### config.mk
export PLATFORM = sky130hd
export DESIGN_NAME = ccd_frame_capture
export DESIGN_NICKNAME = d
export VERILOG_FILES = /design/src/rtl/ccd_capture_pkg.sv /design/src/rtl/ccd_xy_counter.sv /design/src/rtl/ccd_frame_capture.sv
export SDC_FILE = /design/constraint.sdc
export NUM_CORES = 1
export LEC_CHECK = 0
export CAP_MARGIN = 0
export CORE_ASPECT_RATIO = 0.8
export CORE_MARGIN = 1.5
export CORE_UTILIZATION = 53
export DETAILED_ROUTE_END_ITERATION = 10
export PLACE_DENSITY = 0.79
export SYNTH_ARGS = -nofsm -noshare
export SYNTH_HDL_FRONTEND = slang
export SYNTH_SLANG_ARGS = --single-unit
### constraint.sdc
create_clock -name iClk -period 2.2 [get_ports iClk]
set_input_delay 0.22 -clock iClk [delete_from_list [all_inputs] [get_ports iClk]]
set_output_delay 0.22 -clock iClk [all_outputs]
set_load 0.01 [all_outputs]
### src/rtl/ccd_capture_pkg.sv
// Shared definitions for the CCD capture front end, the Bayer stage and the testbench.
package ccd_capture_pkg;

    typedef enum logic [1:0] {
        StIdle     = 2'd0,
        StArmed    = 2'd1,
        StCapture  = 2'd2,
        StStopping = 2'd3
    } cap_state_e;

    localparam int unsigned PIX_W        = 12;
    localparam int unsigned H_ACTIVE_DEF = 1600;
    localparam int unsigned V_ACTIVE_DEF = 960;

endpackage

### src/rtl/ccd_xy_counter.sv
// X/Y pixel coordinate counters with line realignment, row saturation and sticky overrun.
module ccd_xy_counter
    import ccd_capture_pkg::*;
#(
    parameter int unsigned H_ACTIVE = H_ACTIVE_DEF,
    parameter int unsigned V_ACTIVE = V_ACTIVE_DEF,
    parameter int unsigned CW       = 16
) (
    input  logic          i_clk,
    input  logic          i_rst,
    input  logic          i_clear,
    input  logic          i_frame_start,
    input  logic          i_line_end,
    input  logic          i_active,
    output logic          o_pix_ok,
    output logic [CW-1:0] o_x,
    output logic [CW-1:0] o_y,
    output logic          o_overrun
);

    localparam logic [CW-1:0] X_LAST = CW'(H_ACTIVE - 1);
    localparam logic [CW-1:0] Y_MAX  = CW'(V_ACTIVE);
    localparam logic [CW-1:0] ONE    = CW'(1);

    logic [CW-1:0] r_x;
    logic [CW-1:0] r_y;
    logic          r_overrun;
    logic          w_y_room;

    assign w_y_room  = (r_y < Y_MAX);
    assign o_pix_ok  = i_active & w_y_room;
    assign o_x       = r_x;
    assign o_y       = r_y;
    assign o_overrun = r_overrun;

    always_ff @(posedge i_clk) begin
        if (i_rst) begin
            r_x       <= '0;
            r_y       <= '0;
            r_overrun <= 1'b0;
        end else begin
            if (i_clear) begin
                r_overrun <= 1'b0;
            end else if (i_active && !w_y_room) begin
                r_overrun <= 1'b1;
            end

            if (i_clear || i_frame_start) begin
                r_x <= '0;
                r_y <= '0;
            end else if (i_line_end) begin
                // A short line still consumes a row so the next line starts aligned.
                r_x <= '0;
                if (r_x != '0 && w_y_room) begin
                    r_y <= r_y + ONE;
                end
            end else if (o_pix_ok) begin
                if (r_x == X_LAST) begin
                    r_x <= '0;
                    r_y <= r_y + ONE;
                end else begin
                    r_x <= r_x + ONE;
                end
            end
        end
    end

endmodule

### src/rtl/ccd_frame_capture.sv
// Sensor capture front end: input registers, frame-aligned start/stop FSM, coordinate
// generation and a completed-frame counter, with a fixed two-stage output pipeline.
module ccd_frame_capture
    import ccd_capture_pkg::*;
#(
    parameter int unsigned H_ACTIVE = H_ACTIVE_DEF,
    parameter int unsigned V_ACTIVE = V_ACTIVE_DEF,
    parameter int unsigned CW       = 16
) (
    input  logic             iClk,
    input  logic             iRst,
    input  logic [PIX_W-1:0] iDATA,
    input  logic             iFVAL,
    input  logic             iLVAL,
    input  logic             iStart,
    input  logic             iEnd,
    output logic [PIX_W-1:0] oDATA,
    output logic             oDVAL,
    output logic [CW-1:0]    oX_Cont,
    output logic [CW-1:0]    oY_Cont,
    output logic             oFval,
    output logic [31:0]      oFrame_Cont,
    output logic             oOverrun
);

    logic             r_fval;
    logic             r_lval;
    logic [PIX_W-1:0] r_data;
    logic             r_fval_q;
    logic             r_lval_q;
    logic             r_fval_low_seen;

    cap_state_e       r_state;
    cap_state_e       w_state_nxt;

    logic [PIX_W-1:0] r_p_data;
    logic             r_p_dval;
    logic             r_p_fval;
    logic [CW-1:0]    r_p_x;
    logic [CW-1:0]    r_p_y;
    logic [PIX_W-1:0] r_o_data;
    logic             r_o_dval;
    logic             r_o_fval;
    logic [CW-1:0]    r_o_x;
    logic [CW-1:0]    r_o_y;
    logic [31:0]      r_frame_cnt;

    logic             w_capturing;
    logic             w_fval_rise;
    logic             w_fval_fall;
    logic             w_lval_fall;
    logic             w_arm;
    logic             w_active;
    logic             w_pix_ok;
    logic [CW-1:0]    w_x;
    logic [CW-1:0]    w_y;
    logic             w_overrun;

    always_ff @(posedge iClk) begin
        if (iRst) begin
            r_fval          <= 1'b0;
            r_lval          <= 1'b0;
            r_data          <= '0;
            r_fval_q        <= 1'b0;
            r_lval_q        <= 1'b0;
            r_fval_low_seen <= 1'b0;
        end else begin
            r_fval   <= iFVAL;
            r_lval   <= iLVAL;
            r_data   <= iDATA;
            r_fval_q <= r_fval;
            r_lval_q <= r_lval;
            if (!iFVAL) begin
                r_fval_low_seen <= 1'b1;
            end
        end
    end

    // A frame already in flight when reset releases must not look like a fresh start.
    assign w_fval_rise = r_fval & ~r_fval_q & r_fval_low_seen;
    assign w_fval_fall = ~r_fval & r_fval_q;
    assign w_lval_fall = ~r_lval & r_lval_q;
    assign w_capturing = (r_state == StCapture) || (r_state == StStopping);
    assign w_arm       = (r_state == StIdle) & iStart & ~iEnd;
    assign w_active    = r_fval & r_lval & w_capturing;

    always_ff @(posedge iClk) begin
        if (iRst) begin
            r_state <= StIdle;
        end else begin
            r_state <= w_state_nxt;
        end
    end

    always_comb begin
        w_state_nxt = r_state;
        unique case (r_state)
            StIdle: begin
                if (iStart && !iEnd) w_state_nxt = StArmed;
            end
            StArmed: begin
                if (iEnd) w_state_nxt = StIdle;
                else if (w_fval_rise) w_state_nxt = StCapture;
            end
            StCapture: begin
                if (iEnd) w_state_nxt = StStopping;
            end
            StStopping: begin
                if (!r_fval) w_state_nxt = StIdle;
            end
            default: w_state_nxt = StIdle;
        endcase
    end

    ccd_xy_counter #(
        .H_ACTIVE (H_ACTIVE),
        .V_ACTIVE (V_ACTIVE),
        .CW       (CW)
    ) u_xy (
        .i_clk         (iClk),
        .i_rst         (iRst),
        .i_clear       (w_arm),
        .i_frame_start (w_fval_rise),
        .i_line_end    (w_lval_fall),
        .i_active      (w_active),
        .o_pix_ok      (w_pix_ok),
        .o_x           (w_x),
        .o_y           (w_y),
        .o_overrun     (w_overrun)
    );

    always_ff @(posedge iClk) begin
        if (iRst) begin
            r_p_data <= '0;
            r_p_dval <= 1'b0;
            r_p_fval <= 1'b0;
            r_p_x    <= '0;
            r_p_y    <= '0;
            r_o_data <= '0;
            r_o_dval <= 1'b0;
            r_o_fval <= 1'b0;
            r_o_x    <= '0;
            r_o_y    <= '0;
        end else begin
            r_p_data <= r_data;
            r_p_dval <= w_pix_ok;
            r_p_fval <= r_fval & w_capturing;
            r_p_x    <= w_x;
            r_p_y    <= w_y;
            r_o_data <= r_p_data;
            r_o_dval <= r_p_dval;
            r_o_fval <= r_p_fval;
            r_o_x    <= r_p_x;
            r_o_y    <= r_p_y;
        end
    end

    always_ff @(posedge iClk) begin
        if (iRst) begin
            r_frame_cnt <= '0;
        end else if (w_fval_fall && w_capturing) begin
            r_frame_cnt <= r_frame_cnt + 32'd1;
        end
    end

    assign oDATA       = r_o_data;
    assign oDVAL       = r_o_dval;
    assign oX_Cont     = r_o_x;
    assign oY_Cont     = r_o_y;
    assign oFval       = r_o_fval;
    assign oFrame_Cont = r_frame_cnt;
    assign oOverrun    = w_overrun;

endmodule

==> results of run 1 <==
## worst max-delay path, delay by kind of cell, from the launching register on
family	cells	cell delay, ns
and+or+nand+nor	2	0.87
AOI/OAI and AO/OA	2	0.63
DFF	1	0.42
## sequential cells by signal, summed over array words and instances, names as in the netlist, named ones only
register / flops
r_fval: 1
oDVAL: 1
r_state: 1
oFval: 1
r_p_x: 16
oDATA: 12
r_fval_low_seen: 1
r_p_y: 16
oY_Cont: 16
r_p_dval: 1
r_lval_q: 1
oFrame_Cont: 32
u_xy.o_y: 16
r_lval: 1
u_xy.o_overrun: 1
u_xy.o_x: 16
r_p_data: 12
r_data: 12
oX_Cont: 16
r_fval_q: 1
r_p_fval: 1
## cell usage in the layout (no fill, tap or decap), types with 10 or more instances in the layout
master                            count
sky130_fd_sc_hd__nand4_1             16
sky130_fd_sc_hd__nor2b_1            102
sky130_fd_sc_hd__nor2_1              54
sky130_fd_sc_hd__dfxtp_1            176
sky130_fd_sc_hd__clkbuf_16           17
sky130_fd_sc_hd__nand2_1             18
sky130_fd_sc_hd__a21oi_1             18
sky130_fd_sc_hd__clkdlybuf4s50_1     95
sky130_fd_sc_hd__xor2_1              24
sky130_fd_sc_hd__nand3_1             23
sky130_fd_sc_hd__or3_1               10
sky130_fd_sc_hd__o21ai_0             10
sky130_fd_sc_hd__and3_1              10
sky130_fd_sc_hd__xnor2_1             15
## power breakdown
part | switching, mW | total (mW) | leakage [nW] | internal [mW]
Combinational | 0.0766 | 0.141 | 1.21 | 0.0639
Clock | 1.32 | 2.91 | 0.280 | 1.60
Sequential | 0.0112 | 3.23 | 1.42 | 3.22
Total | 1.40 | 6.28 | 2.92 | 4.88
## how the worst min path moves through the flow
stage / start / to / cells past startpoint
2_1_floorplan: iFVAL / r_fval_low_seen / 1
3_3_place_gp: r_data[4] / r_p_data[4] / 1
3_5_place_dp: r_p_data[9] / oDATA[9] / 1
4_1_cts: iRst / oFrame_Cont[0] / 2
5_1_grt: iRst / r_state[0] / 2
6_report: iRst / oFrame_Cont[0] / 2
## cells by family (layout without fill, tap and decap cells)
kind of cell | Yosys count | count (layout) | synth area share [%]
and+or+nand+nor | 281 | 281 | 27.9
muxes | 1 | 1 | 0.166
buffers and inverters | 33 | 144 | 2.28
adders and majority gates | 4 | 4 | 0.828
AOI/OAI and AO/OA | 44 | 44 | 4.91
DFF | 176 | 176 | 58.3
xor gates and xnor gates | 39 | 39 | 5.65
## per-layer routing
layer  vias to the layer above  track usage [%]  share of wire, %  wire length [microns]
met5                         -                0                 0                      0
met4                         0             6.35              0.76                     88
met3                         9             5.84               5.7                    664
met1                      2009             27.1                47                   5420
met2                       115             31.2                47                   5390
li1                       2141                -                 -                      -
## metrics by stage
step,util (%),area (sq um)
after CTS,70.4,7720
after global routing,70.4,7730
final,70.4,7730
after global placement,65.1,7150
after detailed placement,65.1,7150
after floorplan,-,6040
## area by class of cell
type	instances	area, sq um
sequential	176	3520
fill	827	3250
multi-input combinational	369	2390
timing repair buffer	104	1030
clock buffer	17	425
tap	144	180
clock inverter	15	150
inverter	8	30.0
==> results.txt, run 1 <==
----------------------------------------------------
[Status]
  Result of the run ... finished clean

[Power and ir drop]
  Worst IR drop on VDD ... 513 uV
  Static Leakage ... 2.92 nW
  Pwr Total ... 6.28 mW
  Cell area power density ... 813 nW/um^2

[Timing]
  Final critical-path required period ... 2.00 ns
  Slew at the pin with the worst max-slew slack ... 0.743 ns
  Max transition margin ... 50.2%
  Setup clock skew after layout ... 0.00992 ns
  Highest clock rate ... 500 MHz
  Final Hold Vio Count ... 0
  Slack of the critical path ... 0.202 ns
  Share of the cycle needed by the critical path after routing ... 90.8%
  Total Negative Setup Slacks ... 0 ns
  Final setup fails ... 0
  Fin. max-slew vios ... 0
  RSZ-0062 raised after global routing ... false
  Worst hold-check slack ... 0.160 ns

[Global route]
  Number of antenna violations at the first check in global routing ... 0
  Gr usage total ... 20.1%
  Global-route wire length before repair ... 19300 microns
  GRT Residual Overflow ... 0
  Largest net degree at the start of global routing ... 124
  Vias in the first global route ... 3944

[Drt]
  Number of design-rule violations left by the first detailed-router iteration ... 206
  DR WL/cell ... 13.9 microns
  Antenna-violating nets left ... 0
  Final Routed Wirelength ... 11600 microns
  Detailed Routing Iterations Pass 1 ... 5
  Count of unresolved DRC violations after routing ... 0
  Routed via count ... 4274
  Vias per cell ... 5.13

[CTS]
  Clock tree from TritonCTS ... done
  Number of clock buffers inserted by TritonCTS ... 17
  Later-pin clock latency in the skew report ... 0.42 ns
  Post-CTS setup repair buffer count ... 0
  # hold bufs at CTS ... 0
  Library cell used as clock root buffer ... sky130_fd_sc_hd__clkbuf_16
  Maximum level of the CTS H-tree ... 4
  Clk pin slew, worst setup/hold paths ... 0.07 ns
  Total of cells resized after clock tree synthesis ... 0
  Clock sink count ... 176
  Clock Path Buffers ... 2

[Synthesis]
  Average cell area after synthesis ... 10.5 sq um
  Share of synthesized flip-flops with an asynchronous set or reset ... 0%
  Post-synth top area cell ... sky130_fd_sc_hd__dfxtp_1
  Synth top cells by count ... sky130_fd_sc_hd__dfxtp_1, sky130_fd_sc_hd__nor2b_1, sky130_fd_sc_hd__nor2_1
  Register bit count reported by yosys ... 176
  Yosys warning total ... 0
  Portion of synthesized cell area occupied by the leading cell type ... 58.3%
  Unique cell type count in the Yosys netlist ... 48
  Register area share after synthesis ... 58.3%
  Primary flip-flop cell chosen by synthesis mapping ... sky130_fd_sc_hd__dfxtp_1
  Cells taking the most area after synthesis ... sky130_fd_sc_hd__dfxtp_1, sky130_fd_sc_hd__nor2b_1, sky130_fd_sc_hd__xor2_1
  Post-synthesis cell area ... 6040 sq um
  Synthesized instance count ... 578
  Post-Synthesis Net Count ... 600
  Most used standard cell by instance count after synthesis ... sky130_fd_sc_hd__dfxtp_1
  Count of flip-flops with a built-in enable after synthesis ... 0

[Run]
  Max-Cap Viols ... 0

[Worst setup path]
  Cell chain of the critical path ... and3b_1, nor3_2, o311ai_4, a21oi_1
  R2R Path Start ... r_fval_q
  R2R depth ... 4
  Data arrival time of the critical path ... 2.34 ns
  Largest stage delay on the critical path ... 0.62 ns
  Worst Path Max Fanout ... 16
  Type of the setup path with the least slack ... flop to flop
  Worst setup path startpoint ... r_fval_q
  Startpoint types ... flop
  CP Capture Type ... flop
  Terminus of the critical flop-to-flop path ... u_xy.o_x[6]
  Worst setup path end ... u_xy.o_x[6]
  Worst Path Required ... 2.54 ns
  Reg-to-reg setup timing slack ... 0.20 ns
  Worst-path cell with the longest stage delay ... sky130_fd_sc_hd__nor3_2

[Placed design]
  Worst slack, placed ... 0.0830 ns
  Placer congestion estimate ... 0.897
  Total instance count after detailed placement ... 801
  Number of I/O port buffers ... 96
  Sum of net half-perimeters after detailed placement ... 7550 microns

[Layout]
  Share of final-layout standard cells stronger than drive strength 1 ... 8.71%
  Area Overhead vs Synth ... 27.9%
  Number of inserted diodes ... 0
  Number of standard cells in the final layout excluding fillers ... 833
  Net count of the finished layout ... 698

[Floorplanning]
  Core area ... 11000 sq um
  Starting utilization of the core area ... 55.1%
  Number of ports placed on the die boundary ... 97
  Chip Height ... 98.5 microns
  Die outline width ... 122 microns
  Count of standard-cell rows ... 34
  Area of the die ... 12100 sq um

[Worst hold path]
  Path class of the lowest-slack min-delay path ... input port to flop

----------------------------------------------------
Note: power is estimated with default switching activity, not from simulation.
==> run 2, diff against run 1 <==
- CORE_ASPECT_RATIO: 0.8 -> 1.5
- CORE_UTILIZATION: 53 -> 25
- PLACE_DENSITY: 0.79 -> default
==> run 2 against run 1 <==
Effect of this change: total power increased by 0.48%; routed wire length up 4.0%; global-route usage is 10 points lower; register-to-register slack lost 0.03 ns; fmax shrank 1.3%.
==> results.txt, run 2 (synthesis results as in run 1) <==
----------------------------------------------------
[CTS]
  Clock tree from TritonCTS ... done
  Clock Path Buffers ... 2
  Later-pin clock latency in the skew report ... 0.43 ns
  Post-CTS setup repair buffer count ... 0
  Maximum level of the CTS H-tree ... 4
  Clk pin slew, worst setup/hold paths ... 0.06 ns
  Total of cells resized after clock tree synthesis ... 0
  # hold bufs at CTS ... 0
  Number of clock buffers inserted by TritonCTS ... 17
  Clock sink count ... 176
  Library cell used as clock root buffer ... sky130_fd_sc_hd__clkbuf_16

[Layout]
  Most frequent cells in the layout ... sky130_fd_sc_hd__dfxtp_1, sky130_fd_sc_hd__nor2b_1, sky130_fd_sc_hd__clkdlybuf4s50_1, sky130_fd_sc_hd__nor2_1, sky130_fd_sc_hd__xor2_1
  Area Overhead vs Synth ... 31.7%
  Layout fillers ... 2423
  Number of inserted diodes ... 0
  Share of final-layout standard cells stronger than drive strength 1 ... 8.96%
  Number of standard cells in the final layout excluding fillers ... 1011
  Most frequent standard cell in the layout excluding fill and tap cells ... sky130_fd_sc_hd__dfxtp_1
  Max reg flops ... 32
  Area of all placed cells without fillers ... 7960 sq um
  Net count of the finished layout ... 702

[Power and ir drop]
  Sequential share of power ... 51.2%
  Switching portion of total power ... 21.0%
  Cell area power density ... 793 nW/um^2
  Clock group share of total power ... 46.6%
  Internal power of the cells ... 4.99 mW
  Static Leakage ... 2.92 nW
  Worst IR drop on VDD ... 508 uV
  Share of total power in combinational logic ... 2.3%
  Net Sw Power ... 1.33 mW

[Placed design]
  Cell area reported after detailed placement ... 7380 sq um
  Number of I/O port buffers ... 96
  Placer congestion estimate ... 0.818
  Sum of net half-perimeters after detailed placement ... 8400 microns
  Total instance count after detailed placement ... 980

[Timing]
  RSZ-0062 raised after global routing ... false
  Max transition margin ... 55.7%
  Share of the cycle needed by the critical path after routing ... 92.0%
  Setup clock skew after layout ... 0.00820 ns
  Final setup fails ... 0
  Slew at the pin with the worst max-slew slack ... 0.664 ns
  Final Hold Vio Count ... 0
  Total Negative Setup Slacks ... 0 ns
  Highest clock rate ... 494 MHz
  Final critical-path required period ... 2.02 ns
  Fin. max-slew vios ... 0

[Worst setup path]
  Type of the setup path with the least slack ... flop to flop
  Worst-path cell with the longest stage delay ... sky130_fd_sc_hd__dfxtp_1
  Startpoint types ... flop
  Largest stage delay on the critical path ... 0.59 ns
  Cell chain of the critical path ... nand4b_2, nor3_2, nand3_1, or3_1, a21oi_1
  CP Capture Type ... flop
  Worst Path Required ... 2.55 ns
  Worst Path Max Fanout ... 11
  Data arrival time of the critical path ... 2.38 ns
  CP top delay family ... simple AND/OR/NAND/NOR gates
  Reg-to-reg setup timing slack ... 0.18 ns
  Combined buffer and inverter count along the critical path ... 0

[Global route]
  Number of antenna violations at the first check in global routing ... 0
  Global-route wire length before repair ... 19700 microns
  Gr usage total ... 10.1%
  GRT Residual Overflow ... 0
  Vias in the first global route ... 3976
  Largest net degree at the start of global routing ... 71

[Floorplanning]
  Number of ports placed on the die boundary ... 97
  Core area ... 23700 sq um
  Area of the die ... 25100 sq um
  Die outline width ... 130 microns
  Starting utilization of the core area ... 25.5%
  Count of standard-cell rows ... 69
  Chip Height ... 193 microns

[Worst hold path]
  Path class of the lowest-slack min-delay path ... input port to flop

[Drt]
  Detailed Routing Iterations Pass 1 ... 4
  Count of unresolved DRC violations after routing ... 0
  DR WL/cell ... 11.9 microns
  Antenna-violating nets left ... 0
  Vias per cell ... 4.12
  Number of design-rule violations left by the first detailed-router iteration ... 156
  Final Routed Wirelength ... 12000 microns
  Routed via count ... 4162

[Run]
  Max-Cap Viols ... 0

[Status]
  Result of the run ... finished clean

----------------------------------------------------
[run 2: per-stage QoR]
step                      worst slack (ns)  util [%]  hold slack [ns]  power [mW]
after floorplan                      0.333         -            0.316        3.38
after global placement               0.195      31.1            0.417        3.45
after detailed placement             0.141      31.1            0.420        3.45
after CTS                            0.130      33.5            0.120        6.42
after global routing                0.0193      33.5            0.144        6.57
final                                0.175      33.5            0.138        6.31
[run 2: power groups by stage]
stage	Clock (mW)	Combinational, mW	Sequential [mW]
final	2.94	0.143	3.23
after global routing	3.19	0.159	3.23
after CTS	3.05	0.147	3.23
after detailed placement	0	0.147	3.30
after global placement	0	0.146	3.30
after floorplan	0	0.0815	3.30
[run 2: final cells by class]
cell class	count	area (sq um)	share of cell area, %
inverters	8	30.0	0.377
clock buffers	19	443	5.57
flip-flops and latches	176	3520	44.3
clock inverters	12	133	1.67
repair buffers	108	1050	13.2
multi-input cells	369	2380	29.9
well taps	319	399	5.01
[run 2: per-layer routing]
metal  track usage (%)  wire length [microns]  up-vias
met3              2.54                    444       17
met4              5.51                    270        0
li1                  -                      -     2137
met2              17.4                   6320       80
met5                 0                      0        -
met1              11.1                   4990     1928
[run 2: worst paths after layout]
path                  start         endpoint  cells after the start
setup / recovery       flop  oFrame_Cont[28]                      5
hold / removal         iRst      oY_Cont[11]                      2
setup reg to reg       flop  oFrame_Cont[28]                      5
hold reg to reg   r_p_y[11]      oY_Cont[11]                      1
[run 2: worst reg2reg max path: cells and delay by family (launching register included)]
| kind | cells | cell delay (ns) |
|---|---|---|
| AOI/OAI and AO/OA | 1 | 0.14 |
| and+or+nand+nor | 4 | 1.23 |
| DFF | 1 | 0.59 |
